$ cat config.mk
export PLATFORM = sky130hd
export DESIGN_NAME = mul_div_unit_flat
export DESIGN_NICKNAME = d
export VERILOG_FILES = /design/src/rtl/mul_div_unit_pkg.sv /design/src/rtl/mul_div_unit_if.sv /design/src/rtl/mul_div_unit_abs_neg.sv /design/src/rtl/mul_div_unit.sv /design/src/flat_wrapper.sv
export SDC_FILE = /design/constraint.sdc
export NUM_CORES = 1
export LEC_CHECK = 0
export ABC_AREA = 1
export BUFFER_PORTS_ARGS = -buffer_cell sky130_fd_sc_hd__buf_4
export CAP_MARGIN = 0
export CORE_MARGIN = 5
export CORE_UTILIZATION = 55
export CTS_BUF_LIST = sky130_fd_sc_hd__clkbuf_16
export DETAILED_ROUTE_END_ITERATION = 8
export PLACE_DENSITY = 0.73
export SLEW_MARGIN = 20
export SYNTH_ARGS = -nofsm -noshare
export SYNTH_HDL_FRONTEND = slang
export SYNTH_SLANG_ARGS = --single-unit
export TNS_END_PERCENT = 1
$ cat constraint.sdc
create_clock -name Clock -period 8.3 [get_ports Clock]
set_input_delay 0.83 -clock Clock [delete_from_list [all_inputs] [get_ports Clock]]
set_output_delay 0.83 -clock Clock [all_outputs]
set_load 0.005 [all_outputs]
$ cat src/rtl/mul_div_unit_pkg.sv
// ---------------------------------------------------------------------------
// mul_div_unit_pkg
// Shared definitions for the iterative multiply/divide unit: operation codes,
// the sequencer state encoding and the native word width of the CPU.
// ---------------------------------------------------------------------------
package mul_div_unit_pkg;

    localparam int WORD_W = 32;

    localparam logic MD_OP_MUL = 1'b0;
    localparam logic MD_OP_DIV = 1'b1;

    typedef enum logic [2:0] {
        MD_IDLE,
        MD_PREP,
        MD_RUN,
        MD_FIX,
        MD_DONE
    } md_state_e;

endpackage

$ cat src/rtl/mul_div_unit_if.sv
// ---------------------------------------------------------------------------
// mul_div_unit_if
// Connection between the control unit (master) and the multiply/divide unit
// (slave).
//   Start, Op      : request strobe and operation select (0 mul, 1 div)
//   A, B           : operand A (Y register), operand B (bus)
//   Busy, Done     : operation in progress / one-cycle completion pulse
//   ZHigh, ZLow    : 64-bit result halves (HI/LO)
//   DivByZero      : flags a divide with a zero divisor
// ---------------------------------------------------------------------------
interface mul_div_unit_if #(
    parameter int WIDTH = mul_div_unit_pkg::WORD_W
);
    logic             Start;
    logic             Op;
    logic [WIDTH-1:0] A;
    logic [WIDTH-1:0] B;
    logic             Busy;
    logic             Done;
    logic [WIDTH-1:0] ZHigh;
    logic [WIDTH-1:0] ZLow;
    logic             DivByZero;

    modport master (
        output Start, Op, A, B,
        input  Busy, Done, ZHigh, ZLow, DivByZero
    );

    modport slave (
        input  Start, Op, A, B,
        output Busy, Done, ZHigh, ZLow, DivByZero
    );
endinterface

$ cat src/rtl/mul_div_unit_abs_neg.sv
// ---------------------------------------------------------------------------
// md_abs_neg
// Combinational conditional two's-complement negate.
//   val_i : input word
//   neg_i : 1 -> output is -val_i (mod 2^WIDTH), 0 -> output is val_i
//   res_o : result
// Used both to take magnitudes (neg_i = sign bit) and to restore signs.
// Negating zero yields zero, so a zero result never picks up a sign.
// ---------------------------------------------------------------------------
module md_abs_neg #(
    parameter int WIDTH = 32
) (
    input  logic [WIDTH-1:0] val_i,
    input  logic             neg_i,
    output logic [WIDTH-1:0] res_o
);

    assign res_o = neg_i ? (~val_i + WIDTH'(1)) : val_i;

endmodule

$ cat src/rtl/mul_div_unit.sv
// ---------------------------------------------------------------------------
// mul_div_unit
// Iterative signed WIDTH x WIDTH multiply (shift-add) and divide (restoring)
// unit. Works on magnitudes for WIDTH iterations, then applies signs.
//   Clock  : rising-edge clock
//   Reset  : asynchronous, active-high reset
//   bus    : slave side of mul_div_unit_if (Start/Op/A/B in,
//            Busy/Done/ZHigh/ZLow/DivByZero out)
// Results: multiply -> {ZHigh,ZLow} = product; divide -> ZLow = quotient,
// ZHigh = remainder (sign follows the dividend).
// ---------------------------------------------------------------------------
module mul_div_unit
    import mul_div_unit_pkg::*;
#(
    parameter int WIDTH = WORD_W,
    parameter int CNT_W = 6
) (
    input  logic          Clock,
    input  logic          Reset,
    mul_div_unit_if.slave bus
);

    md_state_e              state_q, state_d;
    logic                   op_q, op_d;
    logic [WIDTH-1:0]       a_q, a_d;
    logic [WIDTH-1:0]       b_q, b_d;
    logic                   qsign_q, qsign_d;
    logic                   rsign_q, rsign_d;
    logic [CNT_W-1:0]       cnt_q, cnt_d;
    logic [2*WIDTH-1:0]     work_q, work_d;
    logic [WIDTH-1:0]       opnd_q, opnd_d;
    logic [WIDTH-1:0]       zhi_q, zhi_d;
    logic [WIDTH-1:0]       zlo_q, zlo_d;
    logic                   dz_q, dz_d;

    logic [WIDTH-1:0]       mag_a, mag_b;
    logic [2*WIDTH-1:0]     prod_fix;
    logic [WIDTH-1:0]       quo_fix, rem_fix;

    logic [WIDTH:0]         mul_sum;
    logic [2*WIDTH-1:0]     mul_next;
    logic [2*WIDTH-1:0]     div_shift;
    logic [WIDTH:0]         div_trial;
    logic [2*WIDTH-1:0]     div_next;
    logic                   div_zero;

    // Magnitudes of the latched operands (|most-negative| stays representable
    // as an unsigned WIDTH-bit value).
    md_abs_neg #(.WIDTH(WIDTH)) u_abs_a (
        .val_i (a_q),
        .neg_i (a_q[WIDTH-1]),
        .res_o (mag_a)
    );

    md_abs_neg #(.WIDTH(WIDTH)) u_abs_b (
        .val_i (b_q),
        .neg_i (b_q[WIDTH-1]),
        .res_o (mag_b)
    );

    // Sign correction of the finished magnitude results.
    md_abs_neg #(.WIDTH(2*WIDTH)) u_fix_prod (
        .val_i (work_q),
        .neg_i (qsign_q),
        .res_o (prod_fix)
    );

    md_abs_neg #(.WIDTH(WIDTH)) u_fix_quo (
        .val_i (work_q[WIDTH-1:0]),
        .neg_i (qsign_q),
        .res_o (quo_fix)
    );

    md_abs_neg #(.WIDTH(WIDTH)) u_fix_rem (
        .val_i (work_q[2*WIDTH-1:WIDTH]),
        .neg_i (rsign_q),
        .res_o (rem_fix)
    );

    assign div_zero = (op_q == MD_OP_DIV) && (b_q == '0);

    // Shift-add step on {acc, multiplier}: the 33-bit sum keeps the carry,
    // which becomes the new acc MSB after the right shift.
    assign mul_sum  = {1'b0, work_q[2*WIDTH-1:WIDTH]}
                    + {1'b0, (work_q[0] ? opnd_q : {WIDTH{1'b0}})};
    assign mul_next = {mul_sum, work_q[WIDTH-1:1]};

    // Restoring step on {rem, quo}: rem < divisor always holds, so the
    // shifted remainder fits in WIDTH bits; bit WIDTH of the trial is the
    // borrow.
    assign div_shift = work_q << 1;
    assign div_trial = {1'b0, div_shift[2*WIDTH-1:WIDTH]} - {1'b0, opnd_q};
    assign div_next  = div_trial[WIDTH]
                     ? div_shift
                     : {div_trial[WIDTH-1:0], div_shift[WIDTH-1:1], 1'b1};

    always_ff @(posedge Clock or posedge Reset) begin
        if (Reset) begin
            state_q <= MD_IDLE;
        end else begin
            state_q <= state_d;
        end
    end

    always_ff @(posedge Clock or posedge Reset) begin
        if (Reset) begin
            op_q    <= MD_OP_MUL;
            a_q     <= '0;
            b_q     <= '0;
            qsign_q <= 1'b0;
            rsign_q <= 1'b0;
            cnt_q   <= '0;
            work_q  <= '0;
            opnd_q  <= '0;
            zhi_q   <= '0;
            zlo_q   <= '0;
            dz_q    <= 1'b0;
        end else begin
            op_q    <= op_d;
            a_q     <= a_d;
            b_q     <= b_d;
            qsign_q <= qsign_d;
            rsign_q <= rsign_d;
            cnt_q   <= cnt_d;
            work_q  <= work_d;
            opnd_q  <= opnd_d;
            zhi_q   <= zhi_d;
            zlo_q   <= zlo_d;
            dz_q    <= dz_d;
        end
    end

    always_comb begin
        state_d = state_q;
        op_d    = op_q;
        a_d     = a_q;
        b_d     = b_q;
        qsign_d = qsign_q;
        rsign_d = rsign_q;
        cnt_d   = cnt_q;
        work_d  = work_q;
        opnd_d  = opnd_q;
        zhi_d   = zhi_q;
        zlo_d   = zlo_q;
        dz_d    = dz_q;

        unique case (state_q)
            MD_IDLE: begin
                if (bus.Start) begin
                    op_d    = bus.Op;
                    a_d     = bus.A;
                    b_d     = bus.B;
                    dz_d    = 1'b0;
                    state_d = MD_PREP;
                end
            end

            MD_PREP: begin
                qsign_d = a_q[WIDTH-1] ^ b_q[WIDTH-1];
                rsign_d = a_q[WIDTH-1];
                cnt_d   = '0;
                if (div_zero) begin
                    // No iterations; FIX writes the fixed divide-by-zero
                    // pattern so the flag appears together with Done.
                    state_d = MD_FIX;
                end else begin
                    if (op_q == MD_OP_DIV) begin
                        work_d = {{WIDTH{1'b0}}, mag_a};
                        opnd_d = mag_b;
                    end else begin
                        work_d = {{WIDTH{1'b0}}, mag_b};
                        opnd_d = mag_a;
                    end
                    state_d = MD_RUN;
                end
            end

            MD_RUN: begin
                work_d = (op_q == MD_OP_DIV) ? div_next : mul_next;
                cnt_d  = cnt_q + CNT_W'(1);
                if (cnt_q == CNT_W'(WIDTH - 1)) begin
                    state_d = MD_FIX;
                end
            end

            MD_FIX: begin
                if (div_zero) begin
                    zlo_d = '1;
                    zhi_d = a_q;
                    dz_d  = 1'b1;
                end else if (op_q == MD_OP_DIV) begin
                    zlo_d = quo_fix;
                    zhi_d = rem_fix;
                end else begin
                    zlo_d = prod_fix[WIDTH-1:0];
                    zhi_d = prod_fix[2*WIDTH-1:WIDTH];
                end
                state_d = MD_DONE;
            end

            MD_DONE: begin
                state_d = MD_IDLE;
            end

            default: begin
                state_d = MD_IDLE;
            end
        endcase
    end

    assign bus.Busy      = (state_q == MD_PREP) || (state_q == MD_RUN)
                        || (state_q == MD_FIX);
    assign bus.Done      = (state_q == MD_DONE);
    assign bus.ZHigh     = zhi_q;
    assign bus.ZLow      = zlo_q;
    assign bus.DivByZero = dz_q;

endmodule
$ cat src/flat_wrapper.sv
// flat-port wrapper written by rule: the top's interface ports become plain ports
module mul_div_unit_flat import mul_div_unit_pkg::*;
#(
    parameter int WIDTH = WORD_W,
    parameter int CNT_W = 6
)
  (Clock, Reset, bus_Start, bus_Op, bus_A, bus_B, bus_Busy, bus_Done, bus_ZHigh, bus_ZLow, bus_DivByZero);
  mul_div_unit_if #(.WIDTH(WIDTH)) bus_i ();
  input  logic Clock;
  input  logic Reset;
  input wire logic [$bits(bus_i.Start)-1:0] bus_Start;
  input wire logic [$bits(bus_i.Op)-1:0] bus_Op;
  input wire logic [$bits(bus_i.A)-1:0] bus_A;
  input wire logic [$bits(bus_i.B)-1:0] bus_B;
  output wire logic [$bits(bus_i.Busy)-1:0] bus_Busy;
  output wire logic [$bits(bus_i.Done)-1:0] bus_Done;
  output wire logic [$bits(bus_i.ZHigh)-1:0] bus_ZHigh;
  output wire logic [$bits(bus_i.ZLow)-1:0] bus_ZLow;
  output wire logic [$bits(bus_i.DivByZero)-1:0] bus_DivByZero;
  assign bus_i.Start = bus_Start;
  assign bus_i.Op = bus_Op;
  assign bus_i.A = bus_A;
  assign bus_i.B = bus_B;
  assign bus_Busy = bus_i.Busy;
  assign bus_Done = bus_i.Done;
  assign bus_ZHigh = bus_i.ZHigh;
  assign bus_ZLow = bus_i.ZLow;
  assign bus_DivByZero = bus_i.DivByZero;
  mul_div_unit #(.WIDTH(WIDTH), .CNT_W(CNT_W)) u_core (.Clock(Clock), .Reset(Reset), .bus(bus_i));
endmodule
* Word-level counts from Yosys, hierarchy flattened
Cells that the tools add are included.
** Word-level totals
- Register bits after elaboration :: 237
- Logic and storage cells :: 72
** Operators by class
- Reductions and logical operators :: 12
- Multiplexer cells :: 24
- Add/sub/neg operators :: 8
- Bitwise gates (word level) :: 7
- Eq/ne operators :: 9
** Operator list (number)
- $mux 32 :: 11
- $mux 64 :: 4
- $add 32x1->32 const B :: 4
- $not 32->32 :: 4
- $pmux 64 s2 :: 1
- $add 64x1->64 const B :: 1
- $not 64->64 :: 1
- $add 32x32->33 :: 1
- $sub 32x32->33 :: 1
- $logic_not 32->1 :: 1
- $pmux 3 s4 :: 1
- $pmux 6 s2 :: 1
- $reduce_and 2->1 :: 4
- $add 6x1->6 const B :: 1
- $eq 3x2->1 const B :: 2
- $eq 6x5->1 const B :: 1
- $mux 3 :: 2
- $ne 2x1->1 const B :: 2
- $ne 2x2->1 const B :: 2
- $reduce_bool 2->1 :: 2
- $eq 3x1->1 const B :: 1
- $eq 3x3->1 const B :: 1
- $logic_not 3->1 :: 1
- $mux 1 :: 3
- other kinds (6) :: 7

* Depth between registers and ports, before layout
Gate-level depths: netlist of run 1.
- Depth in word-level cells :: 6
- Depth in mapped cells :: 20

* Hierarchy
A second synthesis of run 1 with hierarchy kept.
** Second synthesis, totals
- Cell total of the unflattened synthesis :: 4094
- Area, all modules :: 24123.1 um^2
** By module, submodules not included
- mul_div_unit :: area an instance 17222.8 um^2, cells an instance 2688, instances 1
- md_abs_neg at u_core.u_abs_a ... :: area an instance 1108.6 um^2, cells an instance 227, instances 4
- md_abs_neg at u_core.u_fix_prod :: area an instance 2466.1 um^2, cells an instance 498, instances 1

* Worst setup path before layout of run 1
OpenSTA, ideal clock, no wires.
- Path type :: register to register
- Start point :: register u_core.work_q[0]
- End point :: register u_core.work_q[47]
- Clock period less this slack :: 2423 ps
- Path buffers :: 2
- Arrival time :: 2306 ps
- Stages on the path, launching flop included :: 20
- Path slack :: 5877 ps
- Library setup time :: 117 ps
- Path through :: dfrtp_1 > buf_2 > clkbuf_1 > nand2_1 > inv_1 > ha_1 > inv_1 > fa_1 > inv_1 > nand3_1 > nand3_1 > nand2_1 > nand2_1 > nand3_1 > nand3_1 > nand2_1 > o21ai_0 > inv_1 > nand3_1 > nand2_1
** Between the ends
- Longest elaborated chain between the ends :: 4
** RTL lines
- start, declared :: RTL line mul_div_unit.sv:30 : logic [2*WIDTH-1:0] work_q, work_d;
- start signal, assigned :: RTL line mul_div_unit.sv:125 : work_q <= work_d;
- $mux 32 :: RTL line mul_div_unit.sv:85 : + {1'b0, (work_q[0] ? opnd_q : {WIDTH{1'b0}})};
- $add 32x32->33 :: RTL line mul_div_unit.sv:85
- $mux 64 :: RTL line mul_div_unit.sv:179 : work_d = (op_q == MD_OP_DIV) ? div_next : mul_next;
- $pmux 64 s2 :: RTL line mul_div_unit.sv:147 : unique case (state_q)
No other way between the ends.
A chain may end at the register's enable or synchronous reset.

* Final worst setup path of run 1
- Start point :: register u_core.work_q[50]
- End point :: register u_core.work_q[32]
** Between the ends
- Longest elaborated chain between the ends :: 4
** RTL lines
- $sub 32x32->33 :: RTL line mul_div_unit.sv:92 : assign div_trial = {1'b0, div_shift[2*WIDTH-1:WIDTH]} - {1'b0, opnd_q};
- $mux 64 :: RTL line mul_div_unit.sv:94 : ? div_shift
- $mux 64 :: RTL line mul_div_unit.sv:179
- $pmux 64 s2 :: RTL line mul_div_unit.sv:147
No other way between the ends.

==> flow_metrics.tcl, run 1 <==
set metrics [dict create \
    r2r_end "u_core.work_q[32]$_DFFE_PP0P_" \
    multi_input_area_um2 12400 \
    synth_cell_types 54 \
    yosys_most_used_dff "dfrtp_1" \
    slew_headroom 0.153 \
    syn_inst 3364 \
    rsz0062_at_grt "false" \
    cp-start-kind "flop" \
    outcome "completed" \
    io_buffers 134 \
    power.switching_w 0.00667 \
    seq_area_um2 5930 \
    sequentialPowerShare 0.212 \
    crit_type "flop to flop" \
    critPathTopFamily "simple AND/OR/NAND/NOR gates" \
    cts.path.max_buffers 3 \
    hp-class "primary input to asynchronous set/reset pin" \
    setup.worst_path.start "u_core.work_q[50]$_DFFE_PP0P_" \
    grt_pass1_vias 22142 \
    vias_per_cell 6.09 \
    grt_max_degree 96 \
    synth_seq_cells 237 \
    initial_core_util 0.559 \
    place_ws_ns 5.19 \
    powerDensity_nw_per_um2 498 \
    hpwlAfterDp_um 68500 \
    p_int_w 0.00464 \
    gr-total-overflow 0 \
    ir_worst_vdd_v 0.000278 \
    ys_seq_area_frac 0.289 \
    reg2reg_slack_ns 4.95 \
    ys_warn_count 0 \
    grt_pass1_wl_um 131000 \
    synth_edf_count 0 \
    clk_latency_ns 0.58 \
    p_leak_nw 12.0 \
    final_layout_size_suffix_gt1_frac 0.0723 \
    grt_usage 0.411 \
    ios 135 \
    antenna_found_initial 5 \
    p_total_w 0.0113 \
    coreArea_um2 36700 \
    async_flop_share 1.00 \
    tns_ns 0 \
    cp.required_ns 8.72 \
    fin_worst_skew_ns 0.0216 \
    cp_slowest_cell "dfrtp_1" \
    fillers 3495 \
    cts.clk_slew.worst_paths_ns 0.06 \
    path_buf_inv 1 \
    cp.depth 11 \
    max_cap_violations 0 \
    wl_per_cell_um 22.3 \
    cp_slowest_stage_delay_ns 0.86 \
    cts_hold_buf 0 \
    setup.worst_path.end "u_core.work_q[32]$_DFFE_PP0P_" \
    cts_root_buf "clkbuf_16" \
    postSynthAreaPerCell_um2 6.10 \
    r2r-start "u_core.work_q[50]$_DFFE_PP0P_" \
    period_share 0.404 \
    worst_slew_pin_slew_ns 1.26 \
    clock_sinks 237 \
    crit_arrival_ns 3.78 \
    swShare 0.590 \
    ant_nets 0 \
    gp_congestion 1.07 \
    r2r_cells 11 \
    setup_viol 0 \
    drc 0 \
    synth_fp_nets 3504 \
    endpoint_kind "flop" \
    die_x_um 203 \
    drtIter0Drc 3390 \
    num_rows 70 \
    vias 23898 \
    area_growth_pct 10.7 \
    worstPathCellList "ha_1, nand2_1, inv_1, nand2_1, nand2_1, nand2_1, nand2_1, a21oi_4, nand3_1, o21ai_0, o22ai_2" \
    final_nets 3575 \
    die_h_um 203 \
    cts_tree "built" \
    wl_um 87700 \
    cts_buffers 28 \
    ctsResizeCount 0 \
    max_freq_ghz 0.298 \
    worst_slack_ns 4.95 \
    hold_violations 0 \
    comb_power_share 0.678 \
    cts_setup_buffers 0 \
    htree_num_levels 1 \
    p_clk_frac 0.111 \
    maxSlewViolCount 0 \
    first_pass_iters 7 \
    die_area_um2 41300 \
    timing.final.crit_period_ns 3.35 \
    crit_top_cell "nand2_1" \
    crit_fanout 10 \
    netlist_area_um2 20500 \
]
==> power by group through the flow <==
| stage | logic (W) | clock network, W | registers, W |
|---|---|---|---|
| 3_3_place_gp | 0.00720 | 0 | 0.00235 |
| 6_report | 0.00766 | 0.00125 | 0.00240 |
| 3_5_place_dp | 0.00728 | 0 | 0.00237 |
| 5_1_grt | 0.00825 | 0.00129 | 0.00242 |
| 2_1_floorplan | 0.00487 | 0 | 0.00210 |
| 4_1_cts | 0.00733 | 0.00124 | 0.00235 |
==> sequential cells by signal, indices dropped and copies added, names as in the netlist <==
register              cells
u_core.work_q            64
u_core.a_q               32
u_core.b_q               32
u_core.bus.ZHigh         32
u_core.bus.ZLow          32
u_core.opnd_q            32
u_core.cnt_q              6
u_core.state_q            3
u_core.bus.DivByZero      1
u_core.op_q               1
u_core.qsign_q            1
u_core.rsign_q            1
==> metrics by stage <==
stage                util  cell area, µm²  hold slack (ns)  cells
floorplan               -           20500            0.471   3364
global placement    0.594           21800            0.466   3873
detailed placement  0.594           21800            0.468   3873
CTS                 0.618           22700            0.368   3924
global route        0.618           22700            0.387   3924
finish              0.619           22700            0.327   3926
==> cell type report <==
cell class                 count  share of cell area
inverter                     461              0.0769
sequential                   237               0.261
clock inverter                23             0.00915
clock buffer                  28              0.0309
multi-input combinational   2554               0.545
timing repair buffer         153              0.0508
tap                          468              0.0258
antenna                        2            0.000220
==> placed cells by master (no fill, tap or decap), types with 5 or more instances in the layout <==
master,n
o22a_1,14
nor3_1,32
or2_2,5
inv_2,7
xor2_1,69
dfrtp_1,236
o21ai_0,224
nor2_2,7
clkinv_1,7
a31oi_1,5
o21ai_1,14
clkbuf_16,28
a21oi_1,103
ha_1,70
nand3b_1,10
a22oi_1,15
buf_4,152
nor2_1,337
nand3_1,353
inv_1,452
nand4_1,42
o21bai_1,15
o211ai_2,6
xnor2_1,17
o211ai_1,24
clkinv_2,7
nand2_1,1143
==> synth_stat cells, types with 7 or more instances <==
| cell | number | area [µm²] |
|---|---|---|
| a21oi_1 | 103 | 515 |
| a22oi_1 | 15 | 113 |
| buf_1 | 18 | 67.6 |
| buf_2 | 18 | 90.1 |
| clkbuf_1 | 67 | 251 |
| dfrtp_1 | 237 | 5930 |
| ha_1 | 70 | 876 |
| inv_1 | 451 | 1690 |
| inv_2 | 7 | 26.3 |
| nand2_1 | 1143 | 4290 |
| nand3_1 | 353 | 1770 |
| nand3b_1 | 10 | 75.1 |
| nand4_1 | 42 | 263 |
| nor2_1 | 337 | 1260 |
| nor2_2 | 8 | 50.1 |
| nor3_1 | 33 | 165 |
| o211ai_1 | 24 | 180 |
| o21ai_0 | 224 | 1120 |
| o21ai_1 | 14 | 70.1 |
| o21bai_1 | 15 | 113 |
| o22a_1 | 14 | 123 |
| xnor2_1 | 17 | 149 |
| xor2_1 | 69 | 604 |
==> metal layers <==
metal	up-vias	part of all wire	global-route usage
met5	-	0.00037	0
met1	11052	0.40	0.572
met2	1683	0.40	0.585
li1	10861	-	-
met4	4	0.063	0.198
met3	298	0.14	0.122
==> cell families after synthesis <==
kind of cell               share of synthesized area
buffers and inverters                          0.109
AOI/OAI and AO/OA                              0.122
adders and majority gates                     0.0447
xor gates and xnor gates                      0.0367
DFF                                            0.289
and+or+nand+nor                                0.399
==> worst min-delay path by stage <==
stage | end | slack, ns
2_1_floorplan | u_core.opnd_q[30]$_DFFE_PP0P_ | 0.47
3_3_place_gp | u_core.bus.ZHigh[17]$_DFFE_PP0P_ | 0.47
3_5_place_dp | u_core.bus.ZHigh[25]$_DFFE_PP0P_ | 0.47
4_1_cts | u_core.work_q[51]$_DFFE_PP0P_ | 0.37
5_1_grt | u_core.work_q[51]$_DFFE_PP0P_ | 0.39
6_report | u_core.work_q[51]$_DFFE_PP0P_ | 0.33
==> worst reg2reg max path: cells and delay by family (launching register included) <==
kind	cells	cell delay, ns
AND/OR/NAND/NOR	6	1.03
flip-flops	1	0.86
AO/OA/AOI/OAI	3	0.86
adder cells (fa/ha/maj)	1	0.41
buffers and inverters	1	0.05
No activity file was read; power rests on OpenSTA's default activity.
==> run 2: changes to the inputs <==
--- a/config.mk
+++ b/config.mk
@@ -5,14 +5,14 @@
 export SDC_FILE = /design/constraint.sdc
 export NUM_CORES = 1
 export LEC_CHECK = 0
-export ABC_AREA = 1
+export ABC_AREA = 0
 export BUFFER_PORTS_ARGS = -buffer_cell sky130_fd_sc_hd__buf_4
 export CAP_MARGIN = 0
 export CORE_MARGIN = 5
 export CORE_UTILIZATION = 55
 export CTS_BUF_LIST = sky130_fd_sc_hd__clkbuf_16
 export DETAILED_ROUTE_END_ITERATION = 8
-export PLACE_DENSITY = 0.73
+export PLACE_DENSITY = 0.74
 export SLEW_MARGIN = 20
 export SYNTH_ARGS = -nofsm -noshare
 export SYNTH_HDL_FRONTEND = slang
==> constraint.sdc (replaced) <==
create_clock -name Clock -period 3.3 [get_ports Clock]
set_input_delay 0.33 -clock Clock [delete_from_list [all_inputs] [get_ports Clock]]
set_output_delay 0.33 -clock Clock [all_outputs]
set_load 0.005 [all_outputs]
==> flow_metrics.tcl, run 2 <==
set metrics [dict create \
    cp_slowest_stage_delay_ns 0.53 \
    seq_area_um2 5940 \
    gp_congestion 0.995 \
    worst_slew_pin_slew_ns 0.826 \
    vias 16146 \
    powerDensity_nw_per_um2 1170 \
    cts_setup_buffers 0 \
    hold_ws_ns 0.0121 \
    yosysTopAreaCellShare 0.353 \
    syn_inst 1996 \
    tns_ns -0.0727 \
    crit_top_cell "or4_4" \
    grt_usage 0.311 \
    num_rows 64 \
    r2r_cells 9 \
    grt_max_degree 142 \
    hp-class "primary input to flop" \
    outcome "complete, but fails checks" \
    p_leak_nw 9.10 \
    die_h_um 185 \
    gr-total-overflow 0 \
    drc 0 \
    yosys_most_used_dff "dfrtp_1" \
    worstPathCellList "or4_4, or4_4, or4_1, or4_4, or2_4, o41ai_4, xnor2_1, a21oi_1, o21ai_0" \
    crit_type "flop to flop" \
    max_cap_violations 0 \
    maxSlewViolCount 0 \
    max_freq_ghz 0.300 \
    ys_top_cells_by_area "dfrtp_1, o21ai_0, nand2_1" \
    grt_pass1_vias 15377 \
    whs_path_depth 3 \
    hpwlAfterDp_um 41400 \
    worst_slack_ns -0.0352 \
    die_x_um 185 \
    cts.path.max_buffers 3 \
    ios 135 \
    initial_core_util 0.553 \
    coreArea_um2 30300 \
    regMostFlops "u_core.work_q" \
    synth_cell_types 71 \
    ys_warn_count 0 \
    rsz0062_at_grt "true" \
    async_flop_share 1.00 \
    final_common_cell "buf_4" \
    cp.required_ns 3.76 \
    clk_latency_ns 0.55 \
    netlist_area_um2 16800 \
    synth_edf_count 0 \
    fin_worst_skew_ns 0.0142 \
    cts.clk_slew.worst_paths_ns 0.06 \
    cp_slowest_cell "or4_4" \
    die_area_um2 34100 \
    setup_viol 3 \
    crit_fanout 3 \
    drtIter0Drc 1564 \
    post-route-util 0.663 \
    htree_num_levels 1 \
    cp-start-kind "flop" \
    final_layout_size_suffix_gt1_frac 0.202 \
    ant_nets 0 \
    first_pass_iters 5 \
    ir_worst_vdd_v 0.000584 \
    synth_most_common_cell "nand2_1" \
    period_share 1.01 \
    slew_headroom 0.449 \
    wl_per_cell_um 20.9 \
    endpoint_kind "flop" \
    ys_seq_area_frac 0.353 \
    postSynthAreaPerCell_um2 8.41 \
    io_buffers 134 \
    layout_common_cells "buf_4, nand2_1, dfrtp_1" \
    cts_root_buf "clkbuf_16" \
    clock_sinks 237 \
    cts_tree "built" \
    largest_reg_flops 64 \
    final_nets 2326 \
    grt_pass1_wl_um 84800 \
    violations "negative setup slack" \
    ys_top_cells_by_count "nand2_1, dfrtp_1, o21ai_0" \
    area_growth_pct 19.9 \
    crit_arrival_ns 3.80 \
    cts_buffers 26 \
    synth_fp_nets 2136 \
    vias_per_cell 6.21 \
    wl_um 54400 \
    antenna_found_initial 1 \
    multi_input_area_um2 10300 \
    synth_top_area_cell "dfrtp_1" \
    reg2reg_slack_ns -0.04 \
    fillers 2551 \
    timing.final.crit_period_ns 3.34 \
    synth_seq_cells 237 \
    hold_violations 0 \
]
run 2: cell types whose count changed after synthesis, moves of 32 or more:
cell / before / now
nand2_1: 1143 / 261
inv_1: 451 / 59
nand3_1: 353 / 19
nor2_1: 337 / 168
xnor2_1: 17 / 101
mux2_2: 0 / 60
clkbuf_1: 67 / 121
mux2i_1: 0 / 52
a21oi_1: 103 / 137
o221ai_1: 0 / 32
run 2: layout make-up:
class | count | area share
Antenna cell | 1 | 0.000124
Multi-Input combinational cell | 1572 | 0.511
Sequential cell | 237 | 0.295
Inverter | 60 | 0.0114
Clock inverter | 18 | 0.00845
Clock buffer | 27 | 0.0336
Tap cell | 396 | 0.0246
Timing Repair Buffer | 289 | 0.115
run 2: worst max-delay path, delay by kind of cell (launching register included):
kind / cells / cell delay [ns]
DFF: 1 / 0.38
AOI/OAI and AO/OA: 3 / 0.49
xor gates and xnor gates: 1 / 0.20
and+or+nand+nor: 5 / 2.19
run 2: worst paths after layout:
check                                                    to                       startpoint
max in group asynchronous  u_core.bus.ZHigh[19]$_DFFE_PP0P_                            Reset
setup reg to reg              u_core.opnd_q[29]$_DFFE_PP0P_        u_core.b_q[7]$_DFFE_PP0P_
min in group asynchronous   u_core.bus.ZLow[20]$_DFFE_PP0P_                            Reset
hold / removal                    u_core.b_q[1]$_DFFE_PP0P_                         bus_B[1]
setup / recovery              u_core.opnd_q[29]$_DFFE_PP0P_        u_core.b_q[7]$_DFFE_PP0P_
hold reg to reg             u_core.bus.ZLow[27]$_DFFE_PP0P_  u_core.bus.ZLow[27]$_DFFE_PP0P_
run 2: metal layers:
layer / global-route usage / up-vias / part of all wire
li1: - / 7543 / -
met1: 0.431 / 7752 / 0.42
met2: 0.493 / 697 / 0.45
met3: 0.0559 / 152 / 0.079
met4: 0.112 / 2 / 0.045
met5: 0.0129 / - / 0.0011
run 2: where the power goes:
group / leakage, nW / internal [W] / switching (W) / total, W
clock: 0.421 / 0.00171 / 0.00125 / 0.00296
sequential: 2.94 / 0.00423 / 0.00151 / 0.00574
combinational: 5.73 / 0.00625 / 0.00853 / 0.0148
run 2: cell families after synthesis:
kind of cell | share of synthesized area
xor+xnor | 0.0908
fa+ha+maj | 0.0546
compound gates | 0.222
simple gates | 0.164
flops | 0.353
buf+inv | 0.0419
mux | 0.0739
run 2: stage by stage:
step | worst slack [ns] | total power, W | cell area [µm²] | std cells
floorplan | -0.136 | 0.0148 | 16800 | 1996
finish | -0.0352 | 0.0235 | 20100 | 2600
detailed placement | -0.120 | 0.0201 | 19200 | 2552
CTS | -0.0257 | 0.0231 | 20100 | 2599
global placement | -0.0674 | 0.0198 | 19200 | 2552
global route | -0.109 | 0.0251 | 20100 | 2599
run 2: what timing repair did:
item	CTS	global route
pin swaps	4	4
gates cloned	0	0
endpoints found under the hold margin	27	0
endpoints found under the setup margin	21	56
hold buffers	2	0
gates resized for setup	10	26
